`src/rtl/cong_tru_pipe.sv`:
```
// Three-stage pipelined floating-point adder/subtractor for IEEE-754-format words.
// Inputs with a zero exponent field are flushed to signed zero, tiny results flush to zero,
// and rounding is round-to-nearest-even. A single advance enable stalls every stage together.
module cong_tru_pipe #(
    parameter int unsigned EXP_W  = 8,
    parameter int unsigned FRAC_W = 23
) (
    input  logic                      clk,
    input  logic                      rst,
    input  logic [EXP_W+FRAC_W:0]     A,
    input  logic [EXP_W+FRAC_W:0]     B,
    input  logic                      check_pt,
    input  logic                      in_valid,
    output logic                      in_ready,
    output logic [EXP_W+FRAC_W:0]     result,
    output logic                      out_valid,
    input  logic                      out_ready,
    output logic                      overflow,
    output logic                      underflow,
    output logic                      inexact,
    output logic                      invalid
);
    localparam int unsigned W         = 1 + EXP_W + FRAC_W;
    localparam int unsigned MW        = FRAC_W + 4;              // hidden + fraction + G/R/S
    localparam int unsigned SW        = MW + 1;                  // sum with carry-out
    localparam int unsigned LZW       = $clog2(MW + 1);
    localparam int unsigned XW        = ((EXP_W > LZW) ? EXP_W : LZW) + 2;
    localparam int unsigned SHIFT_MAX = FRAC_W + 3;
    localparam logic [EXP_W-1:0] EXP_MAX = '1;

    logic en;
    assign en       = !out_valid || out_ready;
    assign in_ready = en;

    // Operand decode
    logic             a_sign, b_sign;
    logic [EXP_W-1:0] a_exp, b_exp;
    logic [FRAC_W-1:0] a_frac, b_frac;
    logic a_zero, b_zero, a_inf, b_inf, a_nan, b_nan, a_snan, b_snan;

    assign a_sign = A[W-1];
    assign b_sign = B[W-1] ^ check_pt;
    assign a_exp  = A[W-2:FRAC_W];
    assign b_exp  = B[W-2:FRAC_W];
    assign a_frac = A[FRAC_W-1:0];
    assign b_frac = B[FRAC_W-1:0];
    assign a_zero = (a_exp == '0);
    assign b_zero = (b_exp == '0);
    assign a_inf  = (a_exp == EXP_MAX) && (a_frac == '0);
    assign b_inf  = (b_exp == EXP_MAX) && (b_frac == '0);
    assign a_nan  = (a_exp == EXP_MAX) && (a_frac != '0);
    assign b_nan  = (b_exp == EXP_MAX) && (b_frac != '0);
    assign a_snan = a_nan && !a_frac[FRAC_W-1];
    assign b_snan = b_nan && !b_frac[FRAC_W-1];

    logic             big_sign, sp_nan, sp_inv, sp_inf, sp_inf_sign;
    logic [EXP_W-1:0] big_exp, small_exp, diff;
    logic [FRAC_W:0]  big_mant, small_mant, a_mant, b_mant;
    logic [MW-1:0]    small_al;
    logic [2*MW-1:0]  shifted;

    // Swap so the larger magnitude is first, then align the smaller with sticky collection
    always_comb begin
        a_mant = a_zero ? '0 : {1'b1, a_frac};
        b_mant = b_zero ? '0 : {1'b1, b_frac};
        if ({b_exp, b_mant} > {a_exp, a_mant}) begin
            big_sign = b_sign; big_exp = b_exp; big_mant = b_mant;
            small_exp = b_zero ? b_exp : a_exp;
            small_exp = a_exp; small_mant = a_mant;
        end else begin
            big_sign = a_sign; big_exp = a_exp; big_mant = a_mant;
            small_exp = b_exp; small_mant = b_mant;
        end
        diff    = big_exp - small_exp;
        shifted = {small_mant, 3'b000, {MW{1'b0}}} >> diff;
        if (32'(diff) >= SHIFT_MAX) begin
            small_al = {{(MW-1){1'b0}}, |small_mant};
        end else begin
            small_al = shifted[2*MW-1:MW] | {{(MW-1){1'b0}}, |shifted[MW-1:0]};
        end
        sp_nan      = a_nan || b_nan || (a_inf && b_inf && (a_sign != b_sign));
        sp_inv      = a_snan || b_snan || (a_inf && b_inf && (a_sign != b_sign));
        sp_inf      = !sp_nan && (a_inf || b_inf);
        sp_inf_sign = a_inf ? a_sign : b_sign;
    end

    logic             s1_valid, s1_sub, s1_sign, s1_nan, s1_inv, s1_inf, s1_inf_sign;
    logic [EXP_W-1:0] s1_exp;
    logic [MW-1:0]    s1_big, s1_small;

    // Stage 1 register: unpacked, swapped, aligned operands
    always_ff @(posedge clk or posedge rst) begin
        if (rst) begin
            s1_valid <= 1'b0;
        end else if (en) begin
            s1_valid    <= in_valid;
            s1_sub      <= a_sign ^ b_sign;
            s1_sign     <= big_sign;
            s1_exp      <= big_exp;
            s1_big      <= {big_mant, 3'b000};
            s1_small    <= small_al;
            s1_nan      <= sp_nan;
            s1_inv      <= sp_inv;
            s1_inf      <= sp_inf;
            s1_inf_sign <= sp_inf_sign;
        end
    end

    logic             s2_valid, s2_sub, s2_sign, s2_nan, s2_inv, s2_inf, s2_inf_sign;
    logic [EXP_W-1:0] s2_exp;
    logic [SW-1:0]    s2_sum;

    // Stage 2 register: magnitude add/subtract; big >= small so the result is non-negative
    always_ff @(posedge clk or posedge rst) begin
        if (rst) begin
            s2_valid <= 1'b0;
        end else if (en) begin
            s2_valid    <= s1_valid;
            s2_sum      <= s1_sub ? ({1'b0, s1_big} - {1'b0, s1_small})
                                  : ({1'b0, s1_big} + {1'b0, s1_small});
            s2_sub      <= s1_sub;
            s2_sign     <= s1_sign;
            s2_exp      <= s1_exp;
            s2_nan      <= s1_nan;
            s2_inv      <= s1_inv;
            s2_inf      <= s1_inf;
            s2_inf_sign <= s1_inf_sign;
        end
    end

    function automatic logic [LZW-1:0] lead_zeros(input logic [MW-1:0] v);
        logic [LZW-1:0] n;
        n = '0;
        for (int i = 0; i < MW; i++) begin
            if (v[i]) n = LZW'(MW - 1 - i);
        end
        return n;
    endfunction

    logic [MW-1:0]     norm;
    logic [LZW-1:0]    lz;
    logic [XW-1:0]     exp_n, exp_r;
    logic [FRAC_W+1:0] rounded;
    logic [FRAC_W-1:0] frac_r;
    logic              rnd_up, lost;
    logic [W-1:0]      res_d;
    logic              ovf_d, unf_d, inx_d, inv_d;

    // Normalise, round to nearest even, then select special/overflow/underflow encodings
    always_comb begin
        lz = '0;
        if (s2_sum[SW-1]) begin
            norm  = s2_sum[SW-1:1] | {{(MW-1){1'b0}}, s2_sum[0]};
            exp_n = XW'(s2_exp) + XW'(1);
        end else begin
            lz    = lead_zeros(s2_sum[MW-1:0]);
            norm  = s2_sum[MW-1:0] << lz;
            exp_n = XW'(s2_exp) - XW'(lz);
        end
        lost    = norm[2] | norm[1] | norm[0];
        rnd_up  = norm[2] & (norm[1] | norm[0] | norm[3]);
        rounded = {1'b0, norm[MW-1:3]} + {{(FRAC_W+1){1'b0}}, rnd_up};
        exp_r   = rounded[FRAC_W+1] ? exp_n + XW'(1) : exp_n;
        frac_r  = rounded[FRAC_W+1] ? rounded[FRAC_W:1] : rounded[FRAC_W-1:0];
        res_d = '0; ovf_d = 1'b0; unf_d = 1'b0; inx_d = 1'b0; inv_d = 1'b0;
        if (!s2_valid) begin
            res_d = '0;
        end else if (s2_nan) begin
            res_d = {1'b0, EXP_MAX, 1'b1, {(FRAC_W-1){1'b0}}};
            inv_d = s2_inv;
        end else if (s2_inf) begin
            res_d = {s2_inf_sign, EXP_MAX, {FRAC_W{1'b0}}};
        end else if (s2_sum == '0) begin
            // Cancellation gives +0; only like-signed zeros keep their sign
            res_d = {s2_sign & !s2_sub, {(W-1){1'b0}}};
        end else if (!exp_r[XW-1] && (exp_r >= XW'(EXP_MAX))) begin
            res_d = {s2_sign, EXP_MAX, {FRAC_W{1'b0}}};
            ovf_d = 1'b1;
            inx_d = 1'b1;
        end else if (exp_r[XW-1] || (exp_r == '0)) begin
            res_d = {s2_sign, {(W-1){1'b0}}};
            unf_d = 1'b1;
            inx_d = 1'b1;
        end else begin
            res_d = {s2_sign, exp_r[EXP_W-1:0], frac_r};
            inx_d = lost;
        end
    end

    // Stage 3 register: packed result and flags, zero whenever the slot is a bubble
    always_ff @(posedge clk or posedge rst) begin
        if (rst) begin
            out_valid <= 1'b0;
            result    <= '0;
            overflow  <= 1'b0;
            underflow <= 1'b0;
            inexact   <= 1'b0;
            invalid   <= 1'b0;
        end else if (en) begin
            out_valid <= s2_valid;
            result    <= res_d;
            overflow  <= ovf_d;
            underflow <= unf_d;
            inexact   <= inx_d;
            invalid   <= inv_d;
        end
    end
endmodule

```
`config.mk`:
```
export PLATFORM = sky130hd
export DESIGN_NAME = cong_tru_pipe
export DESIGN_NICKNAME = d
export VERILOG_FILES = /design/src/rtl/cong_tru_pipe.sv
export SDC_FILE = /design/constraint.sdc
export NUM_CORES = 1
export LEC_CHECK = 0
export ABC_AREA = 1
export CAP_MARGIN = 10
export CORE_MARGIN = 3
export CORE_UTILIZATION = 30
export DETAILED_ROUTE_END_ITERATION = 16
export HOLD_SLACK_MARGIN = 0.15
export PLACE_DENSITY = 0.45
export SLEW_MARGIN = 20
export SYNTH_ARGS = -nofsm -noshare
export SYNTH_HDL_FRONTEND = slang
export SYNTH_SLANG_ARGS = --single-unit
```
`constraint.sdc`:
```
create_clock -name clk -period 15.2 [get_ports clk]
set_clock_uncertainty 0.1 [all_clocks]
set_input_delay 1.52 -clock clk [delete_from_list [all_inputs] [get_ports clk]]
set_output_delay 1.52 -clock clk [all_outputs]
set_load 0.005 [all_outputs]
```
==> results.md <==
* Port bufs at about 110
* Largest family of logic cells by synthesized area: simple AND/OR/NAND/NOR gates
* WL final at around 51000 µm
* First-pass GRT wire length at 81000 µm
* FILL cells at 5238
* Vias at about 15000
* Clk slew on worst S/H paths at about 0.07 ns
* Post-Place Setup Slack at 5.13 ns
* Total CTS buffers at 17
* DR iter-0 viols at ~1100
* Total track usage at between 20% and 30%
* Detailed Place HPWL at 41500 µm
* Layout area overhead at 15.6%
* Via density at 5.15
* Synth area leaders: edfxtp_1 (22%), nand2_1 (17%), nand3_1 (13%), ha_1 (7.8%), inv_1 (6.8%)
* Simple-gate share of the synthesized area at about two fifths
* Mux cell area share after synthesis at less than 1%
* Outcome: completed
* Largest net degree at the start of global routing at 67
* Area leader, netlist: edfxtp_1
* Xor and xnor fraction of the mapped netlist area at between 2 and 3%
* Routability cong. at around 0.91
* Die W at about 230 µm
* Crit end category: flop
* Design area at roughly 0.017 mm²
* Worst EP arrival at 9.04 ns
* Yosys warns at 0
* Final Hold Vio Count at 0
* CTS tree: built
* Root Buffer Master: clkbuf_16
* CP startpoint kind: input pin
* PwrDens at 127 mW/mm²
* # hold bufs at CTS at 0
* CTS max path bufs at 2
* Ys async rst share at a little over a quarter
* Synthesized net count at between 2000 and 2500
* Top-count cell post-synth: nand2_1
* Most Frequent Cell on Critical Path: nand2_1
* Post-synth top cells: nand2_1 (644), nand3_1 (370), inv_1 (264), nor2_1 (169), o21ai_0 (114)
* Max_cap viols at 0
* Synth Area in Compound Gates at between 10 and 15%
* Period utilization at between 50% and 60%
* Initial core utilization at between 30% and 40%
* Row cnt at 80
* IO Pins at 107
* Clock sink total at 146
* Skew-Pair Late Insertion Delay at about 0.47 ns
* Placed Area at roughly 0.016 mm²
* Mapped cell area at 0.0145 mm²
* Die Footprint at approximately 0.05 mm²
* H-tree depth at 4
* Sequential fraction of the synthesis area at 28.8%
* Least-Margin Pin Slew at ~1 ns
* Setup bufs post-CTS at 0
* Worst VDD drop at roughly 0.084 mV
* Setup TNS at 0 ns
* Endpoints failing setup at 0
* Yosys reg bits at 146
* Post-synth top area share at 22.1%
* Final core area utilization at between 30% and 40%
* Initial antenna violation count at 0
* First-pass DRT Iterations at 5
* Residual DRC count at 0
* Cells after Synth at approximately 2200
* Tmin final at roughly 9 ns
* Fin nets at 2466
* Max-slew violations at 0
* Post-Synth Adder-Cell Area at 8.11%
* Die H at 226 µm
* Antenna Violating Nets Remaining at 0
* Max stage delay on crit path at between 0.6 and 0.7 ns
* Post-CTS Resized at 0
* Core Box Area at between 0.04 and 0.05 mm²
* RSZ-0062 raised after global routing: false
* Critical path data required time at roughly 15 ns
* Share of cells above drive strength 1 at under 10%
* Worst hold path type: reg2reg
* Critical path fanouts, max at 66
* Slew margin rel. at around a third
* Fmax at roughly 0.11 GHz
* Crit Path Category: in2reg
* DR WL/cell at about 17 µm
* Number of synthesized flops with an enable pin at about 110
* Synth cell types at 60
* Vias in the first global route at 14300
* Static leakage at about 8 nW
* Synthesized area per cell at between 6 and 7 µm²
* Final worst slack at approximately 6.3 ns
* CP max stage cell: nor4_2
* Tot Pwr at 2.13 mW
* Dominant synthesized flop cell: edfxtp_1
* Grt total ovfl at 0
* N_diodes at 0
[critical path, delay by kind of cell]
family	cells	cell delay, ns
adder cells (fa/ha/maj)	1	0.30
AND/OR/NAND/NOR	17	4.18
AO/OA/AOI/OAI	4	0.61
buffers and inverters	6	2.36
[through the flow]
| stage | hold WS (ns) | instances |
|---|---|---|
| 5_1_grt | 0.331 | 2932 |
| 6_report | 0.315 | 2932 |
| 3_5_place_dp | 0.305 | 2900 |
| 3_3_place_gp | 0.303 | 2900 |
| 2_1_floorplan | 0.300 | 2240 |
| 4_1_cts | 0.317 | 2932 |
[path summary, 6_finish.rpt]
| kind | from | end | slack (ns) | cells after the start |
|---|---|---|---|---|
| worst max-delay path | B[23] | s1_small[23] | 6.34 | 28 |
| worst max register to register | s2_sum[3] | result[8] | 8.83 | 41 |
| worst min-delay path | s1_exp[7] | s2_exp[7] | 0.32 | 0 |
| worst min register to register | s1_exp[7] | s2_exp[7] | 0.32 | 0 |
| max in group asynchronous | rst | result[1] | 13.18 | 3 |
| min in group asynchronous | rst | result[28] | 1.45 | 3 |
[registers in the layout (all words and copies together) (netlist names), 8 cells and up]
register	cells
result	32
s1_big	24
s1_exp	8
s1_small	27
s2_exp	8
s2_sum	28
[cells in the final DEF (no fill, tap or decap), types with 6 or more instances in the layout]
cell               n
o21ai_1           18
inv_2              6
nor4_1            13
nor2_2            10
a21oi_1           81
buf_4             22
clkdlybuf4s50_1  106
nand4_1           68
o31ai_1            8
nand3_1          370
xor2_1            41
nand2_2           10
ha_1              91
o21bai_1           8
nor3_1            17
o21ai_0          114
nand2_1          642
edfxtp_1         107
o22ai_1           11
nor2_1           167
clkbuf_16         17
inv_1            263
clkinv_8           6
dfrtp_1           39
[cell type report]
type | instances | area [µm²] | area share [%]
Multi-Input combinational cell | 1737 | 8980 | 53.4
Clock buffer | 17 | 425 | 2.53
Inverter | 274 | 1030 | 6.12
Sequential cell | 146 | 4190 | 24.9
Timing Repair Buffer | 128 | 1230 | 7.30
Tap cell | 615 | 769 | 4.58
Clock inverter | 15 | 184 | 1.09
[routing by layer]
layer / wire (µm) / vias to the layer above / share of wire [%] / track usage (%)
li1: - / 7653 / - / -
met1: 23900 / 7048 / 47 / 27.0
met2: 24100 / 343 / 47 / 34.1
met3: 1880 / 54 / 3.7 / 2.57
met4: 1230 / 0 / 2.4 / 6.21
met5: 0 / - / 0 / 0
[logic make-up (layout without fill, tap and decap cells)]
family,after synthesis,in the layout
AO/OA/AOI/OAI,277,277
XOR/XNOR,46,46
adder cells (fa/ha/maj),93,93
buffers and inverters,357,434
flip-flops,146,146
multiplexers,2,2
AND/OR/NAND/NOR,1319,1319
[power breakdown]
part / internal [mW] / switching [mW]
registers: 0.524 / 0.0646
logic: 0.370 / 0.744
clock network: 0.222 / 0.208
total: 1.12 / 1.02
Power figures use the tool's default switching activity.
